<file path="config.mk">
export PLATFORM = sky130hd
export DESIGN_NAME = hazard_scoreboard
export DESIGN_NICKNAME = d
export VERILOG_FILES = /design/src/rtl/hazard_scoreboard.sv
export SDC_FILE = /design/constraint.sdc
export NUM_CORES = 1
export LEC_CHECK = 0
export CAP_MARGIN = 20
export CORE_ASPECT_RATIO = 1.1
export CORE_MARGIN = 3
export CORE_UTILIZATION = 29
export CTS_CLUSTER_SIZE = 14
export DETAILED_ROUTE_END_ITERATION = 7
export PLACE_DENSITY_LB_ADDON = 0.05
export REMOVE_ABC_BUFFERS = 1
export SLEW_MARGIN = 10
export SYNTH_ARGS = -nofsm -noshare
export SYNTH_HDL_FRONTEND = slang
export SYNTH_SLANG_ARGS = --single-unit
</file>
<file path="constraint.sdc">
create_clock -name clock -period 7.04 [get_ports clock]
set_clock_uncertainty 0.05 [all_clocks]
set_input_delay 1.408 -clock clock [delete_from_list [all_inputs] [get_ports clock]]
set_output_delay 1.408 -clock clock [all_outputs]
set_load 0.01 [all_outputs]
</file>
<file path="src/rtl/hazard_scoreboard.sv">
// Decode-stage RAW/WAW hazard scoreboard with per-register in-flight write counters.
// Optional write-back bypass enabled by defining HAZARD_WB_BYPASS_EN.
module hazard_scoreboard #(
  parameter int unsigned CNT_W       = 2,
  parameter int unsigned STALL_CNT_W = 8
) (
  input  logic                   clock,
  input  logic                   reset,
  input  logic [19:0]            instruction,
  input  logic                   id_valid,
  input  logic                   wb_valid,
  input  logic [3:0]             wb_addr,
  output logic                   stall,
  output logic                   issue,
  output logic                   pc_write_en,
  output logic                   ifid_write_en,
  output logic                   idex_bubble,
  output logic [STALL_CNT_W-1:0] stall_count
);

  localparam logic [CNT_W-1:0] PendMax = '1;
  localparam logic [CNT_W-1:0] PendOne = CNT_W'(1);

  logic [CNT_W-1:0]       pend_q [16];
  logic [CNT_W-1:0]       pend_d [16];
  logic [STALL_CNT_W-1:0] stall_count_q, stall_count_d;

  logic [3:0]  opcode, src_a, src_b, dst;
  logic        is_nop, is_store, uses_src, has_dst;
  logic        conf_a, conf_b, dst_full;
  logic        inc_en, dec_en;
  logic [15:0] inc_vec, dec_vec;

  // Instruction decode: STORE reads [15:12]/[11:8], everything else reads [11:8]/[7:4].
  always_comb begin
    opcode   = instruction[19:16];
    is_nop   = (opcode == 4'b0000);
    is_store = (opcode == 4'b1100);
    uses_src = ~is_nop;
    has_dst  = ~is_nop & ~is_store;
    src_a    = is_store ? instruction[15:12] : instruction[11:8];
    src_b    = is_store ? instruction[11:8]  : instruction[7:4];
    dst      = instruction[15:12];
  end

  always_comb begin
    conf_a = (pend_q[src_a] != '0);
    conf_b = (pend_q[src_b] != '0);
`ifdef HAZARD_WB_BYPASS_EN
    // Last outstanding write lands in the register file this cycle.
    if (wb_valid && (wb_addr == src_a) && (pend_q[src_a] == PendOne)) conf_a = 1'b0;
    if (wb_valid && (wb_addr == src_b) && (pend_q[src_b] == PendOne)) conf_b = 1'b0;
`endif
    dst_full = (pend_q[dst] == PendMax);
  end

  always_comb begin
    stall         = id_valid & ~reset & ((uses_src & (conf_a | conf_b)) | (has_dst & dst_full));
    issue         = id_valid & ~stall;
    pc_write_en   = ~stall;
    ifid_write_en = ~stall;
    idex_bubble   = stall;
    stall_count   = stall_count_q;
  end

  always_comb begin
    inc_en  = issue & has_dst;
    dec_en  = wb_valid & (pend_q[wb_addr] != '0);
    inc_vec = inc_en ? (16'h0001 << dst) : 16'h0000;
    dec_vec = dec_en ? (16'h0001 << wb_addr) : 16'h0000;
    for (int r = 0; r < 16; r++) begin
      pend_d[r] = pend_q[r];
      // A coincident increment and decrement on one register cancel out.
      if (inc_vec[r] && !dec_vec[r]) begin
        pend_d[r] = pend_q[r] + PendOne;
      end else if (dec_vec[r] && !inc_vec[r]) begin
        pend_d[r] = pend_q[r] - PendOne;
      end
    end
  end

  always_comb begin
    stall_count_d = stall_count_q;
    if (stall && (stall_count_q != '1)) begin
      stall_count_d = stall_count_q + STALL_CNT_W'(1);
    end
  end

  always_ff @(posedge clock) begin
    if (reset) begin
      for (int r = 0; r < 16; r++) begin
        pend_q[r] <= '0;
      end
      stall_count_q <= '0;
    end else begin
      for (int r = 0; r < 16; r++) begin
        pend_q[r] <= pend_d[r];
      end
      stall_count_q <= stall_count_d;
    end
  end

endmodule

</file>
==> run metrics, run 1 <==
total number of vias=2922; core outline area=0.0107 mm2; global-route wire length before repair=15.2 mm; status=completed; TritonCTS Buffers=5; Critical path buffers and inverters=2; HP Class=flip-flop to flip-flop; crit path launch type=primary input; fin area=0.00387 mm2; CP Data Required Time=5580 ps; Synth Register Bits=40; Seq/Total Area, Yosys=0.246; Slew Viols, Final=0; fin cells=556; vias per inst=5.26; Slew Limit Headroom=0.400; Netlist cell types=56; worst-margin pin slew=888 ps; Final Cycle Share=0.919; power density cells=161 mW/mm2; I/O pin cnt=41; CP max stage delay=750 ps; # resized after CTS=0; setup_tns=0 ps; Post-synth EDFFs=0; post-DP HPWL=7.23 mm; Area growth syn-to-layout=18.9%; Starting Density=0.305; clk buf depth=2; commonest cells after routing, fill and taps aside=40 x nor2_1, 40 x dfxtp_1, 35 x clkdlybuf4s50_1; final antenna-violating net count=0; Critical Path Most Common Cell=clkdlybuf4s50_1; setup ws final=573 ps; maxcap violations=0; clk root buf=clkbuf_16; Avg Cell Area, Syn=8.46 um2; Max VDD drop=97.4 uV; ANT cells=0; post-synthesis mux area share=0.153; post-synthesis cell area=0.00326 mm2; CTS sink cnt=40; row count=39; RSZ-0062 raised after global routing=no; Die W=107 um; Top FF cell, synth=dfxtp_1; DIE AREA=0.0125 mm2; WL/cell=17.1 um; number of global-route vias before repair=2925; fin nets=457; largest family of logic cells by synthesized area=simple AND/OR/NAND/NOR gates; input/output buffers=36; Tot GR Track Use=0.155; DRC Markers=0; Iteration-0 DRC Markers=97; LEAKAGE=1.44 nW; hold bufs inserted after CTS=0; CTS tree=done; Post-DP Area=0.00371 mm2; Final Critical Period=6470 ps; CP top delay family=simple AND/OR/NAND/NOR gates; CTS H-tree lvls=2; Yosys warnings=0; crit-path cells=clkdlybuf4s50_1, nand4bb_4, mux2i_4, a2111oi_1, a211o_1, a21oi_1, or4_1, a21oi_4, and2_2, clkdlybuf4s50_1; Post CTS Setup Buffer Count=0; setup violators final=0; critical path class=primary input to output port; Post-Synth Simple-Gate Area=0.275; worst slack at placement=547 ps; total wire length=9.50 mm; initial antenna violation count=0; XOR/XNOR share of the synthesized area=0.0887; synthesized netlist cell count=385; ys async rst share=0; f_max=155 MHz; Final Hold Fails=0; dpl cells=547; die height=117 um; Critical Path AT=5010 ps; compound-cell area share of the yosys netlist=0.130; GRT overflow=0; pin count of the biggest net entering global routing=51; Synth Area in Adders=0.0653; Clock transition at path regs=60 ps; crit path max fanout=11; Worst-Skew Late Latency=290 ps; crit end category=output port; GPL Wtd Cong=0.773; drt first pass iters=4; fraction of final layout cells sized beyond drive strength 1=0.0993; slowest CP cell=or4_1
-- registers in the layout, summed over array words and instances, names as in the netlist --
signal and cells:
stall_count 8, pend_q 32
-- where the power goes --
part	leakage, nW	internal [mW]	switching (mW)
Sequential	0.323	0.232	0.00629
Combinational	1.03	0.0526	0.0658
Clock	0.0808	0.167	0.0994
-- cells by family after synthesis --
family,count (synthesis)
AO/OA/AOI/OAI,65
buffers and inverters,26
adder cells (fa/ha/maj),17
XOR/XNOR,33
flip-flops,40
multiplexers,37
AND/OR/NAND/NOR,167
-- worst register-to-register path, stage by stage (launching register included) --
cell and delay (ps):
dfxtp_1 400, nor2_1 130, and3_1 200, a2111oi_1 410, a211o_1 200, a21oi_1 90
or4_1 750, a21oi_4 250, buf_4 250, and4b_1 230, ha_1 330, or3_1 350
a21oi_1 140
-- final cells by class --
| type | count | area [um2] |
|---|---|---|
| Clock inverter | 2 | 35.0 |
| Inverter | 5 | 18.8 |
| Tap cell | 143 | 179 |
| Clock buffer | 6 | 129 |
| Timing Repair Buffer | 41 | 390 |
| Sequential cell | 40 | 801 |
| Fill cell | 1133 | 6810 |
| Multi-Input combinational cell | 319 | 2320 |
-- metrics by stage --
step	hold slack [ps]	util	total power, mW
final	455	0.363	0.623
after global routing	473	0.363	0.651
after CTS	456	0.362	0.632
after detailed placement	445	0.347	0.362
after global placement	437	0.347	0.361
after floorplan	411	-	0.305
-- path summary, 6_finish.rpt --
check	from	end	slack, ps	depth (start not counted)
hold / removal	pend_q[13][1]	pend_q[13][1]	450	2
hold reg to reg	pend_q[13][1]	pend_q[13][1]	450	2
setup reg to reg	pend_q[14][0]	pend_q[1][1]	3210	12
setup / recovery	instruction[18]	stall	570	10
-- layer usage --
layer	track usage	part of all wire	vias to the layer above
met4	0.0486	0.019	0
met2	0.265	0.49	40
li1	-	-	1466
met1	0.200	0.47	1405
met5	0	0	-
met3	0.0247	0.028	11
-- cell usage after synthesis, drive strengths merged, types with 5 or more instances --
| master | instances | area (um2) |
|---|---|---|
| nor4 | 6 | 37.5 |
| o21ai | 25 | 125 |
| dfxtp | 40 | 801 |
| nor3 | 19 | 100 |
| inv | 5 | 18.8 |
| xor2 | 33 | 289 |
| nand3 | 21 | 105 |
| mux2i | 20 | 225 |
| mux2 | 10 | 116 |
| or3 | 16 | 100 |
| mux4 | 7 | 158 |
| nor2 | 40 | 150 |
| buf | 9 | 71.3 |
| clkbuf | 12 | 45.0 |
| nor2b | 10 | 62.6 |
| a21oi | 20 | 111 |
| nand2 | 27 | 104 |
| ha | 17 | 213 |
Note: power is estimated with default switching activity, not from simulation.
==> run 2, diff against run 1 <==
--- a/config.mk
+++ b/config.mk
@@ -8,12 +8,13 @@
 export CAP_MARGIN = 20
 export CORE_ASPECT_RATIO = 1.1
 export CORE_MARGIN = 3
-export CORE_UTILIZATION = 29
+export CORE_UTILIZATION = 30
 export CTS_CLUSTER_SIZE = 14
 export DETAILED_ROUTE_END_ITERATION = 7
+export GPL_ROUTABILITY_DRIVEN = 0
 export PLACE_DENSITY_LB_ADDON = 0.05
 export REMOVE_ABC_BUFFERS = 1
-export SLEW_MARGIN = 10
+export SLEW_MARGIN = 20
 export SYNTH_ARGS = -nofsm -noshare
 export SYNTH_HDL_FRONTEND = slang
 export SYNTH_SLANG_ARGS = --single-unit
==> run metrics, run 2 (synthesis gave the netlist of run 1 again) <==
Critical Path Source=instruction[18]; CTS tree=done; DIE AREA=0.0121 mm2 (-3.2%); LEAKAGE=1.43 nW (-0.62%); post-DP HPWL=7.02 mm (-3.0%); Worst-Skew Late Latency=280 ps (about the same); Multi-input gate area=0.00232 mm2 (unchanged); commonest cells after routing, fill and taps aside=40 x nor2_1, 40 x dfxtp_1, 35 x clkdlybuf4s50_1; Post-Route Utilization=0.368 (+0.00555); CP Data Required Time=5580 ps (about the same); core outline area=0.0105 mm2 (-1.8%); Critical Path AT=5040 ps (+30 ps); Clk network pwr share=0.425 (-0.003); Flop pwr share=0.386 (+0.004); total number of vias=2859 (-2.2%); power density cells=160 mW/mm2 (-0.55%); Filler Cells Inserted=1112 (-1.9%); RSZ-0062 raised after global routing=no; Die W=105 um (-1.6%); setup_tns=0 ps (unchanged); r2r startpoint=pend_q[12][0]; Final Hold Fails=0 (unchanged); Logic pwr share=0.190 (about the same); WL/cell=16.6 um (-2.9%); drt first pass iters=5 (+1); crit path launch type=primary input; worst-margin pin slew=872 ps (-15.6 ps); switching part of the total power=0.270 (-0.00519); P_sw=167 uW (-2.7%); total wire length=9.19 mm (-3.3%); ANT cells=0 (unchanged); tightest hold margin=452 ps (-2.89 ps); sequential cell area=801 um2 (unchanged); crit path max fanout=8 (-3); TritonCTS Buffers=5 (unchanged); GRT overflow=0 (unchanged); DRC Markers=0 (unchanged); HP Start=pend_q[8][1]; crit end category=output port; fraction of final layout cells sized beyond drive strength 1=0.0949 (-0.00438); die height=115 um (-1.6%); f_max=154 MHz (-0.52%); CTS sink cnt=40 (unchanged); Slew Viols, Final=0 (unchanged); Tot GR Track Use=0.153 (-0.00187); initial antenna violation count=0 (unchanged); final antenna-violating net count=0 (unchanged); maxcap violations=0 (unchanged); Max VDD drop=85.4 uV (-12%); number of global-route vias before repair=2775 (-5.1%); Iteration-0 DRC Markers=117 (+21%); global-route wire length before repair=14.8 mm (-2.8%); HP Class=flip-flop to flip-flop; hold bufs inserted after CTS=0 (unchanged); I/O pin cnt=41 (unchanged); row count=39 (unchanged); Clock transition at path regs=60 ps (about the same); Area growth syn-to-layout=18.5%; critical path class=primary input to output port; clk buf depth=2 (unchanged); Internal Power=451 uW (-0.16%); vias per inst=5.16 (-1.8%); fin nets=455 (-0.44%); status=completed; input/output buffers=36 (unchanged); largest reg by FF count=pend_q; max reg flops=32 (unchanged); Slew Limit Headroom=0.411 (+0.0105); Final Critical Period=6500 ps (+33.7 ps); clk root buf=clkbuf_16; Starting Density=0.311 (+0.00567); Power Total=618 uW (-0.87%); setup violators final=0 (unchanged); Post CTS Setup Buffer Count=0 (unchanged); Final Cycle Share=0.923 (+0.00479); CTS H-tree lvls=2 (unchanged); pin count of the biggest net entering global routing=51 (unchanged); # resized after CTS=0 (unchanged)
run 2: through the flow:
stage	instance area (um2)	instances	worst slack (ps)
2_1_floorplan	3140	364	1610
6_report	3860	554	539
3_3_place_gp	3700	546	561
5_1_grt	3860	554	334
4_1_cts	3860	554	517
3_5_place_dp	3700	546	530
run 2: area by class of cell:
class / instances / area share
Clock inverter: 2 / 0.00907
Multi-Input combinational cell: 319 / 0.601
Inverter: 5 / 0.00486
Tap cell: 143 / 0.0463
Clock buffer: 6 / 0.0334
Timing Repair Buffer: 39 / 0.0978
Sequential cell: 40 / 0.207
run 2: worst paths after layout:
path / end / slack (ps) / cells past startpoint
worst min register to register: pend_q[8][1] / 450 / 2
worst max-delay path: idex_bubble / 540 / 10
worst min-delay path: pend_q[8][1] / 450 / 2
worst max register to register: pend_q[1][1] / 3250 / 12
run 2: worst max-delay path, cell delays in order:
cell	delay (ps)
clkdlybuf4s50_1	590
and4bb_1	500
mux2_2	390
a211oi_1	220
a211o_1	180
a211oi_1	100
or4_1	690
a21oi_4	240
and2_2	180
clkdlybuf4s50_1	540
run 2: power by group through the flow:
stage                     clock, mW  sequential [mW]  combinational, mW
after CTS                     0.271            0.238              0.118
final                         0.262            0.238              0.117
after detailed placement          0            0.243              0.118
after global placement            0            0.243              0.117
after global routing          0.280            0.239              0.128
after floorplan                   0            0.243             0.0628
run 2: per-layer routing:
metal / wire length [um] / part of all wire / global-route usage / vias up
li1: - / - / - / 1461
met1: 4390 / 0.48 / 0.201 / 1357
met2: 4550 / 0.50 / 0.268 / 37
met3: 187 / 0.020 / 0.0213 / 4
met4: 61 / 0.0066 / 0.0306 / 0
met5: 0 / 0 / 0 / -
==> run 3, diff against run 2 <==
--- a/config.mk
+++ b/config.mk
@@ -14,7 +14,6 @@
 export GPL_ROUTABILITY_DRIVEN = 0
 export PLACE_DENSITY_LB_ADDON = 0.05
 export REMOVE_ABC_BUFFERS = 1
-export SLEW_MARGIN = 20
 export SYNTH_ARGS = -nofsm -noshare
 export SYNTH_HDL_FRONTEND = slang
 export SYNTH_SLANG_ARGS = --single-unit
==> run metrics, run 3 (synthesis gave the netlist of run 1 again) <==
status=completed; crit path launch type=primary input; f_max=154 MHz (about the same); core outline area=0.0105 mm2 (unchanged); HP Class=flip-flop to flip-flop; Post CTS Setup Buffer Count=0 (unchanged); Tot GR Track Use=0.153 (unchanged); fin area=0.00387 mm2 (+0.19%); CP max stage delay=690 ps (about the same); total number of vias=2876 (+0.59%); DIE AREA=0.0121 mm2 (unchanged); Max VDD drop=85.4 uV (about the same); CP Data Required Time=5580 ps (about the same); I/O pin cnt=41 (unchanged); crit path max fanout=8 (unchanged); fraction of final layout cells sized beyond drive strength 1=0.0971 (+0.00220); LEAKAGE=1.43 nW (+0.34%); commonest cells after routing, fill and taps aside=40 x nor2_1, 40 x dfxtp_1, 35 x clkdlybuf4s50_1; slowest CP cell=or4_1; critical path class=primary input to output port; row count=39 (unchanged); CTS tree=done; setup_tns=0 ps (unchanged); total wire length=9.19 mm (about the same); max reg flops=32 (unchanged); Iteration-0 DRC Markers=126 (+7.7%); initial antenna violation count=0 (unchanged); fin cells=555 (+0.18%); setup violators final=0 (unchanged); largest reg by FF count=pend_q; fin nets=456 (+0.22%); dpl cells=546 (unchanged); Slew Viols, Final=0 (unchanged); Die W=105 um (unchanged); Clock transition at path regs=60 ps (about the same); final antenna-violating net count=0 (unchanged); Slew Limit Headroom=0.416 (+0.00573); maxcap violations=0 (unchanged); vias per inst=5.18 (+0.41%); Final Critical Period=6500 ps (+0.381 ps); post-DP HPWL=7.02 mm (unchanged); Critical Path AT=5040 ps (about the same); drt first pass iters=4 (-1); power density cells=160 mW/mm2 (about the same); pin count of the biggest net entering global routing=51 (unchanged); CTS sink cnt=40 (unchanged); Final Cycle Share=0.923 (about the same); global-route wire length before repair=14.8 mm (unchanged); RSZ-0062 raised after global routing=no; Area growth syn-to-layout=18.8%; number of global-route vias before repair=2775 (unchanged); die height=115 um (unchanged); Post-DP Area=0.00370 mm2 (unchanged); hold bufs inserted after CTS=0 (unchanged); CTS H-tree lvls=2 (unchanged); worst-margin pin slew=864 ps (-8.49 ps); crit-path cells=clkdlybuf4s50_1, and4bb_1, mux2_2, a211oi_1, a211o_1, a211oi_1, or4_1, a21oi_4, and2_2, clkdlybuf4s50_1; input/output buffers=36 (unchanged); crit end category=output port; WL/cell=16.6 um (-0.17%); # resized after CTS=0 (unchanged); Final Hold Fails=0 (unchanged); Starting Density=0.311 (unchanged); clk root buf=clkbuf_16; GRT overflow=0 (unchanged); clk buf depth=2 (unchanged); DRC Markers=0 (unchanged); Worst-Skew Late Latency=280 ps (about the same); TritonCTS Buffers=5 (unchanged); ANT cells=0 (unchanged)
==> run 3: cell types whose count changed in the layout (fill, tap and decap cells not counted), sizes merged <==
cell    delta
clkbuf     +1
==> run 3: path summary, 6_finish.rpt <==
check	slack, ps	endpoint	from	cells past startpoint
min reg2reg	450	pend_q[15][1]	pend_q[15][1]	2
min	450	pend_q[15][1]	pend_q[15][1]	2
max	540	idex_bubble	instruction[18]	10
max reg2reg	3240	pend_q[1][1]	pend_q[12][0]	12
==> run 3: cell type report <==
class / instances / area [um2]
repair buffers: 40 / 385
clock buffers: 6 / 129
clock inverters: 2 / 35.0
fillers: 1111 / 6620
flip-flops and latches: 40 / 801
multi-input cells: 319 / 2320
well taps: 143 / 179
inverters: 5 / 18.8
==> run 3: critical path, delay by kind of cell <==
| family | cells | cell delay, ps |
|---|---|---|
| AO/OA/AOI/OAI | 4 | 740 |
| buffers and inverters | 2 | 1130 |
| AND/OR/NAND/NOR | 3 | 1370 |
| multiplexers | 1 | 390 |
==> run 3: power breakdown <==
group / internal (mW) / total, mW / switching [mW]
sequential: 0.232 / 0.238 / 0.00641
clock: 0.167 / 0.263 / 0.0956
combinational: 0.0524 / 0.118 / 0.0652
total: 0.451 / 0.618 / 0.167
==> run 3: metrics by stage <==
stage	total power [mW]	worst slack, ps	hold slack [ps]	util
floorplan	0.305	1610	411	-
global placement	0.360	561	436	0.353
detailed placement	0.361	530	443	0.353
CTS	0.627	517	453	0.368
global route	0.648	334	484	0.369
finish	0.618	539	452	0.369
==> run 3: layer usage <==
layer | vias to the layer above | track usage | share of wire
met5 | - | 0 | 0
met4 | 0 | 0.0306 | 0.0066
met3 | 4 | 0.0213 | 0.028
met2 | 50 | 0.268 | 0.49
met1 | 1357 | 0.201 | 0.47
li1 | 1465 | - | -
